## config.mk

```make
export PLATFORM = sky130hd
export DESIGN_NAME = muldiv_unit
export DESIGN_NICKNAME = d
export VERILOG_FILES = /design/src/rtl/muldiv_unit.sv
export SDC_FILE = /design/constraint.sdc
export NUM_CORES = 1
export LEC_CHECK = 0
export CAP_MARGIN = 20
export CORE_ASPECT_RATIO = 1.5
export CORE_MARGIN = 8
export CORE_UTILIZATION = 30
export DETAILED_ROUTE_END_ITERATION = 10
export GPL_TIMING_DRIVEN = 0
export PLACE_DENSITY_LB_ADDON = 0.08
export SLEW_MARGIN = 10
export SYNTH_ARGS = -nofsm -noshare
export SYNTH_HDL_FRONTEND = slang
export SYNTH_SLANG_ARGS = --single-unit
```

## constraint.sdc

```tcl
create_clock -name clk -period 17.9 [get_ports clk]
set_input_delay 1.79 -clock clk [delete_from_list [all_inputs] [get_ports clk]]
set_output_delay 1.79 -clock clk [all_outputs]
set_load 0.05 [all_outputs]
```

## src/rtl/muldiv_unit.sv

```systemverilog
// muldiv_unit: iterative RV32M multiply/divide unit for the execute stage.
// Radix-2 shift-add multiply and restoring divide, one bit per cycle, with
// valid/ready handshakes on request and result sides.
//
// state | meaning
// IDLE  | waiting for a request, o_ready high
// CALC  | 32 iterations of the shift-add / restoring-divide loop
// DONE  | result held on o_result with o_valid high until consumed
module muldiv_unit #(
  parameter int DATA_WIDTH = 32
) (
  input  logic                  clk,
  input  logic                  rst,
  input  logic                  i_valid,
  output logic                  o_ready,
  input  logic [2:0]            i_funct3,
  input  logic [DATA_WIDTH-1:0] i_rs1,
  input  logic [DATA_WIDTH-1:0] i_rs2,
  input  logic                  i_flush,
  output logic                  o_valid,
  input  logic                  i_ready,
  output logic [DATA_WIDTH-1:0] o_result,
  output logic                  o_busy
);

  localparam int W = DATA_WIDTH;

  typedef enum logic [1:0] {
    S_IDLE = 2'd0,
    S_CALC = 2'd1,
    S_DONE = 2'd2
  } state_t;

  state_t state_q, state_d;

  logic [4:0]     cnt_q;
  logic [2:0]     op_q;
  logic           neg_q;      // negate product / quotient
  logic           neg_rem_q;  // negate remainder (sign of dividend)
  logic [2*W-1:0] acc_q;
  logic [2*W-1:0] mcand_q;
  logic [W-1:0]   mplier_q;
  logic [W-1:0]   rem_q;
  logic [W-1:0]   quo_q;
  logic [W-1:0]   divisor_q;
  logic [W-1:0]   result_q;

  // ---------------------------------------------------------------------
  // Request decode: operand signedness, magnitudes and fast-path detection
  // ---------------------------------------------------------------------
  logic           in_is_div;
  logic           in_is_rem;
  logic           in_sa;
  logic           in_sb;
  logic [W-1:0]   in_mag_a;
  logic [W-1:0]   in_mag_b;
  logic           in_div_zero;
  logic           in_ovf;
  logic           in_fast;
  logic [W-1:0]   in_fast_res;
  logic           accept;
  logic           last_iter;

  // Decode the incoming request into signs, magnitudes and fast-path result
  always_comb begin
    in_is_div   = i_funct3[2];
    in_is_rem   = i_funct3[1];
    if (in_is_div) begin
      in_sa = ~i_funct3[0] & i_rs1[W-1];
      in_sb = ~i_funct3[0] & i_rs2[W-1];
    end else begin
      in_sa = (i_funct3[1:0] != 2'b11) & i_rs1[W-1];
      in_sb = ~i_funct3[1] & i_rs2[W-1];
    end
    in_mag_a    = in_sa ? -i_rs1 : i_rs1;
    in_mag_b    = in_sb ? -i_rs2 : i_rs2;
    in_div_zero = (i_rs2 == '0);
    // Only the signed ops can overflow: most-negative / -1
    in_ovf      = ~i_funct3[0] &
                  (i_rs1 == {1'b1, {(W-1){1'b0}}}) &
                  (i_rs2 == {W{1'b1}});
    in_fast     = in_is_div & (in_div_zero | in_ovf);
    if (in_div_zero) begin
      in_fast_res = in_is_rem ? i_rs1 : {W{1'b1}};
    end else begin
      in_fast_res = in_is_rem ? '0 : {1'b1, {(W-1){1'b0}}};
    end
  end

  // Accept needs IDLE and no flush; reset is covered by the async register
  assign accept    = (state_q == S_IDLE) & i_valid & ~i_flush;
  assign last_iter = (cnt_q == 5'(W - 1));

  // ---------------------------------------------------------------------
  // Iteration datapath (combinational next values)
  // ---------------------------------------------------------------------
  logic [2*W-1:0] acc_nxt;
  logic [W:0]     trial;
  logic [W:0]     trial_sub;
  logic           trial_ge;
  logic [W-1:0]   rem_nxt;
  logic [W-1:0]   quo_nxt;
  logic [2*W-1:0] prod_signed;
  logic [W-1:0]   quo_signed;
  logic [W-1:0]   rem_signed;
  logic [W-1:0]   final_res;

  // One shift-add step and one restoring-divide step, plus final sign fixup
  always_comb begin
    acc_nxt   = mplier_q[0] ? (acc_q + mcand_q) : acc_q;

    // trial < 2*divisor, so the subtract's top bit is a clean borrow flag
    trial     = {rem_q, quo_q[W-1]};
    trial_sub = trial - {1'b0, divisor_q};
    trial_ge  = ~trial_sub[W];
    rem_nxt   = trial_ge ? trial_sub[W-1:0] : trial[W-1:0];
    quo_nxt   = {quo_q[W-2:0], trial_ge};

    prod_signed = neg_q ? -acc_nxt : acc_nxt;
    quo_signed  = neg_q ? -quo_nxt : quo_nxt;
    rem_signed  = neg_rem_q ? -rem_nxt : rem_nxt;

    if (op_q[2]) begin
      final_res = op_q[1] ? rem_signed : quo_signed;
    end else begin
      final_res = (op_q[1:0] == 2'b00) ? prod_signed[W-1:0] : prod_signed[2*W-1:W];
    end
  end

  // ---------------------------------------------------------------------
  // FSM
  // ---------------------------------------------------------------------
  // State register
  always_ff @(posedge clk or negedge rst) begin
    if (!rst) begin
      state_q <= S_IDLE;
    end else begin
      state_q <= state_d;
    end
  end

  // Next-state logic; flush overrides accept and result consumption
  always_comb begin
    state_d = state_q;
    case (state_q)
      S_IDLE: begin
        if (accept) begin
          state_d = in_fast ? S_DONE : S_CALC;
        end
      end
      S_CALC: begin
        if (i_flush) begin
          state_d = S_IDLE;
        end else if (last_iter) begin
          state_d = S_DONE;
        end
      end
      S_DONE: begin
        if (i_flush || i_ready) begin
          state_d = S_IDLE;
        end
      end
      default: state_d = S_IDLE;
    endcase
  end

  // Handshake outputs, decoded from state (and reset for o_ready)
  always_comb begin
    o_ready = (state_q == S_IDLE) & rst;
    o_valid = (state_q == S_DONE);
    o_busy  = (state_q == S_CALC) | (state_q == S_DONE);
  end

  assign o_result = result_q;

  // ---------------------------------------------------------------------
  // Datapath registers
  // ---------------------------------------------------------------------
  // Load operands on accept, iterate in CALC, capture result on entry to DONE
  always_ff @(posedge clk or negedge rst) begin
    if (!rst) begin
      cnt_q     <= '0;
      op_q      <= '0;
      neg_q     <= 1'b0;
      neg_rem_q <= 1'b0;
      acc_q     <= '0;
      mcand_q   <= '0;
      mplier_q  <= '0;
      rem_q     <= '0;
      quo_q     <= '0;
      divisor_q <= '0;
      result_q  <= '0;
    end else if (accept) begin
      cnt_q     <= '0;
      op_q      <= i_funct3;
      neg_q     <= in_sa ^ in_sb;
      neg_rem_q <= in_sa;
      acc_q     <= '0;
      mcand_q   <= {{W{1'b0}}, in_mag_a};
      mplier_q  <= in_mag_b;
      rem_q     <= '0;
      quo_q     <= in_mag_a;
      divisor_q <= in_mag_b;
      if (in_fast) begin
        result_q <= in_fast_res;
      end
    end else if ((state_q == S_CALC) && !i_flush) begin
      cnt_q <= cnt_q + 5'd1;
      if (op_q[2]) begin
        rem_q <= rem_nxt;
        quo_q <= quo_nxt;
      end else begin
        acc_q    <= acc_nxt;
        mcand_q  <= {mcand_q[2*W-2:0], 1'b0};
        mplier_q <= {1'b0, mplier_q[W-1:1]};
      end
      if (last_iter) begin
        result_q <= final_res;
      end
    end
  end

endmodule
```

==> run summary, run 1 <==
Status -> complete, no violations
Crit-path max FO -> 10
Share of layout cells above drive strength 1 -> 4.74%
Antenna violations before repair -> 1
CTS tree -> done
Critical Path Most Common Cell -> buf_2
Synthesis Warnings -> 0
Seq pwr share -> 22.8%
Least-Margin Pin Slew -> 1300 ps
Mapped Cells -> 3,425
Crit start category -> flip-flop
Primary FF master, synth -> dfrtp_1
GR Overflow Total -> 0
Htree depth -> 2
Int Power -> 0.00211 W
Peak VDD IR -> 62.6 uV
Die area -> 97,100 um2
WL per Instance -> 29.7 um
DR DRC count -> 0
Crit-path slowest cell -> buf_1
Initial detailed-routing violation count -> 2,384
Routed WL -> 141 mm
Critical Path AT -> 10,010 ps
ANT nets after route -> 0
Root Driver -> clkbuf_16
Post-synth top area cell -> dfrtp_1
Clock Power Share -> 18.2%
Maximum root-to-sink buffer count -> 3
Leakage power -> 12.2 nW
Dpl cells -> 4,684
Max cap viols -> 0
Post-synthesis sequential area ratio -> 28.7%
Synth top area cells -> dfrtp_1, nand2_1, o21ai_0
Crit. End Element -> flip-flop
Type of the worst setup path -> reg2reg
Crit-path max cell delay -> 790 ps
Period utilization -> 53.4%
Total number of vias -> 28,300
CP required -> 18,360 ps
Starting Density -> 30.3%
Fill cell count -> 9,308
Number of clock sinks -> 300
Post-cts sizing count -> 0
Post-Syn Nets -> 3,605
Achievable clock frequency -> 105 MHz
Seq cells post-synth -> 300
Area growth syn-to-layout -> 15.1%
HP Class -> reg2reg
Synth async-reset ratio -> 100%
Post-Syn Area per Cell -> 7.64 um2
Combinational Power Share -> 59.0%
P per Cell Area -> 152 nW/um2
Non-Filler Instances -> 4,751
Cell Rows -> 132
Post-Syn Area -> 26,200 um2
Yosys cell types -> 102
Total core area -> 86,400 um2
Vias/cell -> 5.97
TritonRoute pass-1 iters -> 6
First-pass GRT wire length -> 202 mm
Largest net degree at the start of global routing -> 95
Unrepaired setup endpoints after global routing -> no
Clk_skew -> 33.5 ps
Max Transition Viols Final -> 0
Vias in the first global route -> 28,500
Worst-Skew Late Latency -> 610 ps
Crit path time final -> 9550 ps
P_sw -> 0.00247 W
Final hold vios -> 0
RePlAce Congestion -> 0.986
CP cell instances -> buf_4 -> buf_2 -> buf_2 -> buf_2 -> buf_2 -> buf_2 -> clkbuf_1 -> clkbuf_1 -> buf_1 -> mux2i_1 -> ha_1 -> nand2_1 -> nor4b_1 -> nand3_1 -> nor4_1 -> nand4_1 -> or3_1 -> buf_2 -> nor4_4 -> a21oi_1 -> o31ai_1 -> a31oi_1
Hpwl dp -> 115 mm
Switch share -> 54.0%
Die height -> 378 um
# port buffers -> 106
Inserted Clock Buffers -> 37
GRT Total Usage -> 28.0%
Io pins -> 107
Post-synth EDFFs -> 0
Die W -> 257 um
Post-CTS setup buffers -> 0
Final Util -> 34.8%
Max-slew headroom -> 13.0%
Fin nets -> 3,764
Clock-pin slew on the worst setup and hold paths -> 70 ps
Post-CTS Hold Buffers -> 0
Final Setup Violations -> 0
Top cell type's share of synthesized area -> 28.7%
## cells in the final DEF (no fill, tap or decap), types with 53 or more instances in the layout
cell and n:
clkdlybuf4s50_1 105, ha_1 106, xor2_1 67, o21ai_0 300
xnor2_1 96, a22o_1 53, clkbuf_1 159, and3_1 62
mux2i_1 55, o31ai_1 89, nand4_1 65, inv_1 88
a31oi_1 60, dfrtp_1 300, nor2_1 319, nor3_1 77
nand2_1 466, nand3_1 69, a21oi_1 273
## flip-flops by register name (all words and copies together), names as in the netlist
name,count
cnt_q,5
acc_q,64
quo_q,32
mplier_q,32
neg_q,1
mcand_q,64
rem_q,32
op_q,3
divisor_q,32
o_result,32
neg_rem_q,1
state_q,2
## worst max-delay path: cells and delay by family, from the launching register on
family / cells / cell delay [ps]
compound gates: 3 / 770
fa+ha+maj: 1 / 380
buf+inv: 10 / 4360
flops: 1 / 340
mux: 1 / 540
simple gates: 7 / 2950
## kinds of logic (layout without fill, tap and decap cells)
family	after synthesis	in the layout	share of synthesized area [%]
XOR/XNOR	163	163	5.46
buffers and inverters	303	489	4.60
other	0	1	0
flip-flops	300	300	28.7
adder cells (fa/ha/maj)	108	108	5.22
multiplexers	62	62	2.41
AND/OR/NAND/NOR	1320	1320	24.2
AO/OA/AOI/OAI	1169	1169	29.4
## cell usage after synthesis (27+ instances only)
| master | instances |
|---|---|
| inv_1 | 88 |
| buf_1 | 28 |
| nand3_1 | 69 |
| ha_1 | 106 |
| a21oi_1 | 273 |
| nand4_1 | 65 |
| xor2_1 | 67 |
| o21a_1 | 27 |
| a22o_1 | 53 |
| nand2_1 | 466 |
| o31ai_1 | 89 |
| a21o_1 | 47 |
| o211ai_1 | 39 |
| nor3_1 | 77 |
| a31oi_1 | 60 |
| nor4_1 | 31 |
| and3_1 | 62 |
| nor2_1 | 320 |
| clkbuf_1 | 155 |
| xnor2_1 | 96 |
| nand2b_1 | 32 |
| a211oi_1 | 34 |
| mux2i_1 | 55 |
| or3_1 | 43 |
| and2_1 | 38 |
| o21ai_0 | 300 |
| dfrtp_1 | 300 |
## power by group through the flow
stage	sequential, W	clock (W)	combinational, W
detailed placement	0.00105	0	0.00264
CTS	0.00104	0.000849	0.00265
global route	0.00106	0.000866	0.00288
global placement	0.00105	0	0.00263
floorplan	0.000968	0	0.00166
finish	0.00104	0.000832	0.00270
## through the flow
stage | total power, W | hold slack [ps] | instance area (um2) | setup WS, ps | setup TNS (ps)
after floorplan | 0.00263 | 449 | 26200 | 12240 | 0
after global placement | 0.00368 | 461 | 28600 | -66.7 | -4290
after detailed placement | 0.00369 | 466 | 28800 | 8530 | 0
after CTS | 0.00454 | 481 | 30100 | 8510 | 0
after global routing | 0.00481 | 506 | 30100 | 8170 | 0
final | 0.00458 | 481 | 30100 | 8350 | 0
## final cells by class
type                            instances  area [um2]  area share, %
Tap cell                             1139        1430           4.74
Inverter                               90         338           1.12
Sequential cell                       300        7510           25.0
Buffer                                213         865           2.87
Multi-Input combinational cell       2822       17500           58.0
Clock buffer                           47        1020           3.40
Timing Repair Buffer                  120        1230           4.09
Antenna cell                            1        2.50        0.00832
Clock inverter                         19         239          0.794
## path summary, 6_finish.rpt
kind	slack [ps]	depth (start not counted)	end	startpoint
max in group asynchronous	15780	2	acc_q[51]	rst
max	8350	22	o_result[22]	mplier_q[0]
min in group asynchronous	1130	1	acc_q[9]	rst
min	480	1	mplier_q[31]	mplier_q[31]
min reg2reg	480	1	mplier_q[31]	mplier_q[31]
max reg2reg	8350	22	o_result[22]	mplier_q[0]
## layer usage
metal	share of wire (%)	vias up	global-route usage, %
li1	-	13000	-
met1	36	13900	29.7
met2	50	1002	50.5
met3	4.0	418	3.09
met4	9.5	0	21.9
met5	0	-	0
Note: power is estimated with default switching activity, not from simulation.
==> run 2: changes to the inputs <==
==> constraint.sdc (replaced) <==
create_clock -name clk -period 9.1 [get_ports clk]
set_input_delay 0.91 -clock clk [delete_from_list [all_inputs] [get_ports clk]]
set_output_delay 0.91 -clock clk [all_outputs]
set_load 0.05 [all_outputs]
==> run 2 against run 1 <==
Net effect:
- register-to-register slack worse by 7900 ps
- via count is 0.28% lower
- routed wire length hardly changed
- count of clock-buffer cells in the layout stayed put
- total power is 96% higher
- combinational power is 96% higher
- cell count hardly changed
- sequential power is 97% higher
- utilization hardly changed
- largest cell class unchanged
- highest routed layer unchanged
==> run summary, run 2 (synthesized netlist as in run 1, its figures left out) <==
Status -> complete, no violations (unchanged)
Commonest non-fill, non-tap cells in the layout -> nand2_1, nor2_1, o21ai_0, dfrtp_1, a21oi_1 (unchanged)
Crit-path slowest cell -> buf_1 (unchanged)
DR DRC count -> 0 (unchanged)
Fill cell count -> 9,306 (was 9,308)
Io pins -> 107 (unchanged)
Die height -> 378 um (unchanged)
M1 WL -> 51.3 mm (was 51.4 mm)
Antenna violations before repair -> 1 (unchanged)
FF-to-FF End -> o_result[16] (was o_result[22])
Total power -> 0.00899 W (was 0.00458 W)
CTS tree -> done (unchanged)
Post-CTS Hold Buffers -> 0 (unchanged)
Die area -> 97,100 um2 (unchanged)
GR Overflow Total -> 0 (unchanged)
Largest net degree at the start of global routing -> 95 (unchanged)
Vias/cell -> 5.95 (was 5.97)
Metal2 WL -> 70.7 mm (about the same)
Unrepaired setup endpoints after global routing -> no (unchanged)
Worst-case reg-to-reg path depth -> 24 (was 22)
Stages on the worst setup path -> 24 (was 22)
Crit-path max FO -> 10 (unchanged)
# port buffers -> 106 (unchanged)
Combinational Power Share -> 59.0% (about the same)
Inserted Clock Buffers -> 37 (unchanged)
Crit. End Element -> flip-flop (unchanged)
Seq pwr share -> 22.8% (about the same)
Routed WL -> 141 mm (about the same)
Most common cell after layout, fill and taps aside -> nand2_1 (unchanged)
Fin nets -> 3,763 (was 3,764)
Critical path's top delay family -> compound AO/OA/AOI/OAI gates (was buffers and inverters)
Total core area -> 86,400 um2 (unchanged)
Total number of vias -> 28,300 (about the same)
CP cell instances -> ha_1 -> inv_1 -> fa_1 -> a21o_1 -> a22o_1 -> a21o_1 -> o2111ai_2 -> a31o_2 -> buf_2 -> nand2_2 -> inv_1 -> clkbuf_1 -> buf_1 -> buf_1 -> nor2_1 -> a21oi_1 -> ha_1 -> nand3_1 -> or4_1 -> o41ai_2 -> nor2_1 -> xnor2_1 -> o211ai_1 -> o41a_1 (was buf_4 -> buf_2 -> buf_2 -> buf_2 -> buf_2 -> buf_2 -> clkbuf_1 -> clkbuf_1 -> buf_1 -> mux2i_1 -> ha_1 -> nand2_1 -> nor4b_1 -> nand3_1 -> nor4_1 -> nand4_1 -> or3_1 -> buf_2 -> nor4_4 -> a21oi_1 -> o31ai_1 -> a31oi_1)
Cell Rows -> 132 (unchanged)
First-pass GRT wire length -> 202 mm (about the same)
CP required -> 9590 ps (was 18,360 ps)
Metal3 WL -> 5.73 mm (was 5.67 mm)
GRT Total Usage -> 28.1% (was 28.0%)
Share of layout cells above drive strength 1 -> 4.79% (was 4.74%)
Int Power -> 0.00414 W (was 0.00211 W)
Achievable clock frequency -> 116 MHz (was 105 MHz)
Clock-pin slew on the worst setup and hold paths -> 70 ps (about the same)
Type of the worst setup path -> reg2reg (unchanged)
Leakage power -> 12.2 nW (about the same)
Largest registers -> acc_q: 64 flops, mcand_q: 64 flops (unchanged)
Hpwl dp -> 115 mm (unchanged)
Switch share -> 53.9% (was 54.0%)
P per Cell Area -> 299 nW/um2 (was 152 nW/um2)
Maximum root-to-sink buffer count -> 3 (unchanged)
Final hold vios -> 0 (unchanged)
Final Setup Violations -> 0 (unchanged)
ANT nets after route -> 0 (unchanged)
Final Util -> 34.8% (about the same)
Reg2reg setup slack -> 480 ps (was 8350 ps)
Vias in the first global route -> 28,500 (about the same)
Area growth syn-to-layout -> 15.1% (about the same)
Max cap viols -> 0 (unchanged)
TritonRoute pass-1 iters -> 5 (was 6)
RR Startpoint -> divisor_q[0] (was mplier_q[0])
HP Class -> in2async (was reg2reg)
Max Transition Viols Final -> 0 (unchanged)
Number of clock sinks -> 300 (unchanged)
Worst-Skew Late Latency -> 610 ps (about the same)
Starting Density -> 30.3% (unchanged)
Die W -> 257 um (unchanged)
Htree depth -> 2 (unchanged)
Peak VDD IR -> 123 uV (was 62.6 uV)
Critical Path AT -> 9110 ps (was 10,010 ps)
Crit path time final -> 8620 ps (was 9550 ps)
Period utilization -> 94.7% (was 53.4%)
WL per Instance -> 29.7 um (about the same)
RePlAce Congestion -> 0.986 (unchanged)
Root Driver -> clkbuf_16 (unchanged)
Least-Margin Pin Slew -> 1390 ps (was 1300 ps)
P_sw -> 0.00485 W (was 0.00247 W)
Clk_skew -> 33.6 ps (was 33.5 ps)
Max-slew headroom -> 7.59% (was 13.0%)
Clock Power Share -> 18.2% (about the same)
Top Metal Used -> met4 (unchanged)
Crit-path max cell delay -> 650 ps (was 790 ps)
Crit path buffers/inverters -> 6 (was 10)
Crit start category -> flip-flop (unchanged)
Initial detailed-routing violation count -> 2,375 (was 2,384)
## run 2: how the worst max path moves through the flow
stage                       startpoint           end  slack [ps]
after detailed placement   mplier_q[0]  o_result[30]        -270
after global routing      divisor_q[0]  o_result[28]         230
after floorplan            mplier_q[0]  o_result[16]        3440
after global placement             rst  mplier_q[14]       -7990
final                     divisor_q[0]  o_result[16]         480
after CTS                  mplier_q[0]  o_result[30]         200
## run 2: final cells by class
cell class	count	area [um2]	share of cell area [%]
inverter	90	338	1.12
buffer	212	870	2.89
sequential	300	7510	24.9
timing repair buffer	120	1230	4.09
antenna	1	2.50	0.00832
multi-input combinational	2822	17500	58.0
clock inverter	19	239	0.794
clock buffer	47	1020	3.40
tap	1139	1430	4.74
## run 2: stage by stage
stage / cells / hold slack [ps] / worst slack (ps) / setup TNS [ps] / area (um2)
after detailed placement: 4684 / 466 / -272 / -1420 / 28800
final: 4750 / 242 / 485 / 0 / 30100
after global placement: 4670 / 461 / -7990 / -2374020 / 28600
after floorplan: 3425 / 449 / 3440 / 0 / 26200
after CTS: 4750 / 264 / 204 / 0 / 30100
after global routing: 4750 / 281 / 230 / 0 / 30100
## run 2: what timing repair did
| action | 4_1_cts | 5_1_grt |
|---|---|---|
| endpoints found under the setup margin | 11 | 7 |
| buffers inserted | 0 | 0 |
| resized for setup | 3 | 0 |
| pin swaps | 0 | 0 |
## run 2: worst register-to-register path: stages, from the launching register on
cell and delay [ps]:
dfrtp_1 610, ha_1 270, inv_1 60, fa_1 400, a21o_1 210, a22o_1 280, a21o_1 250, o2111ai_2 430
a31o_2 220, buf_2 260, nand2_2 190, inv_1 130, clkbuf_1 570, buf_1 630, buf_1 650, nor2_1 80
a21oi_1 490, ha_1 380, nand3_1 130, or4_1 490, o41ai_2 560, nor2_1 120, xnor2_1 380, o211ai_1 260
o41a_1 460
## run 2: per-layer routing
| metal | vias up | GRT usage, % |
|---|---|---|
| li1 | 13000 | - |
| met1 | 13900 | 29.7 |
| met2 | 975 | 50.5 |
| met3 | 413 | 3.09 |
| met4 | 0 | 22.0 |
| met5 | - | 0 |
## run 2: power groups by stage
stage	clock, W	combinational (W)	sequential (W)
after floorplan	0	0.00326	0.00190
after global placement	0	0.00517	0.00207
after detailed placement	0	0.00519	0.00207
after CTS	0.00167	0.00522	0.00205
after global routing	0.00170	0.00566	0.00209
final	0.00163	0.00530	0.00205
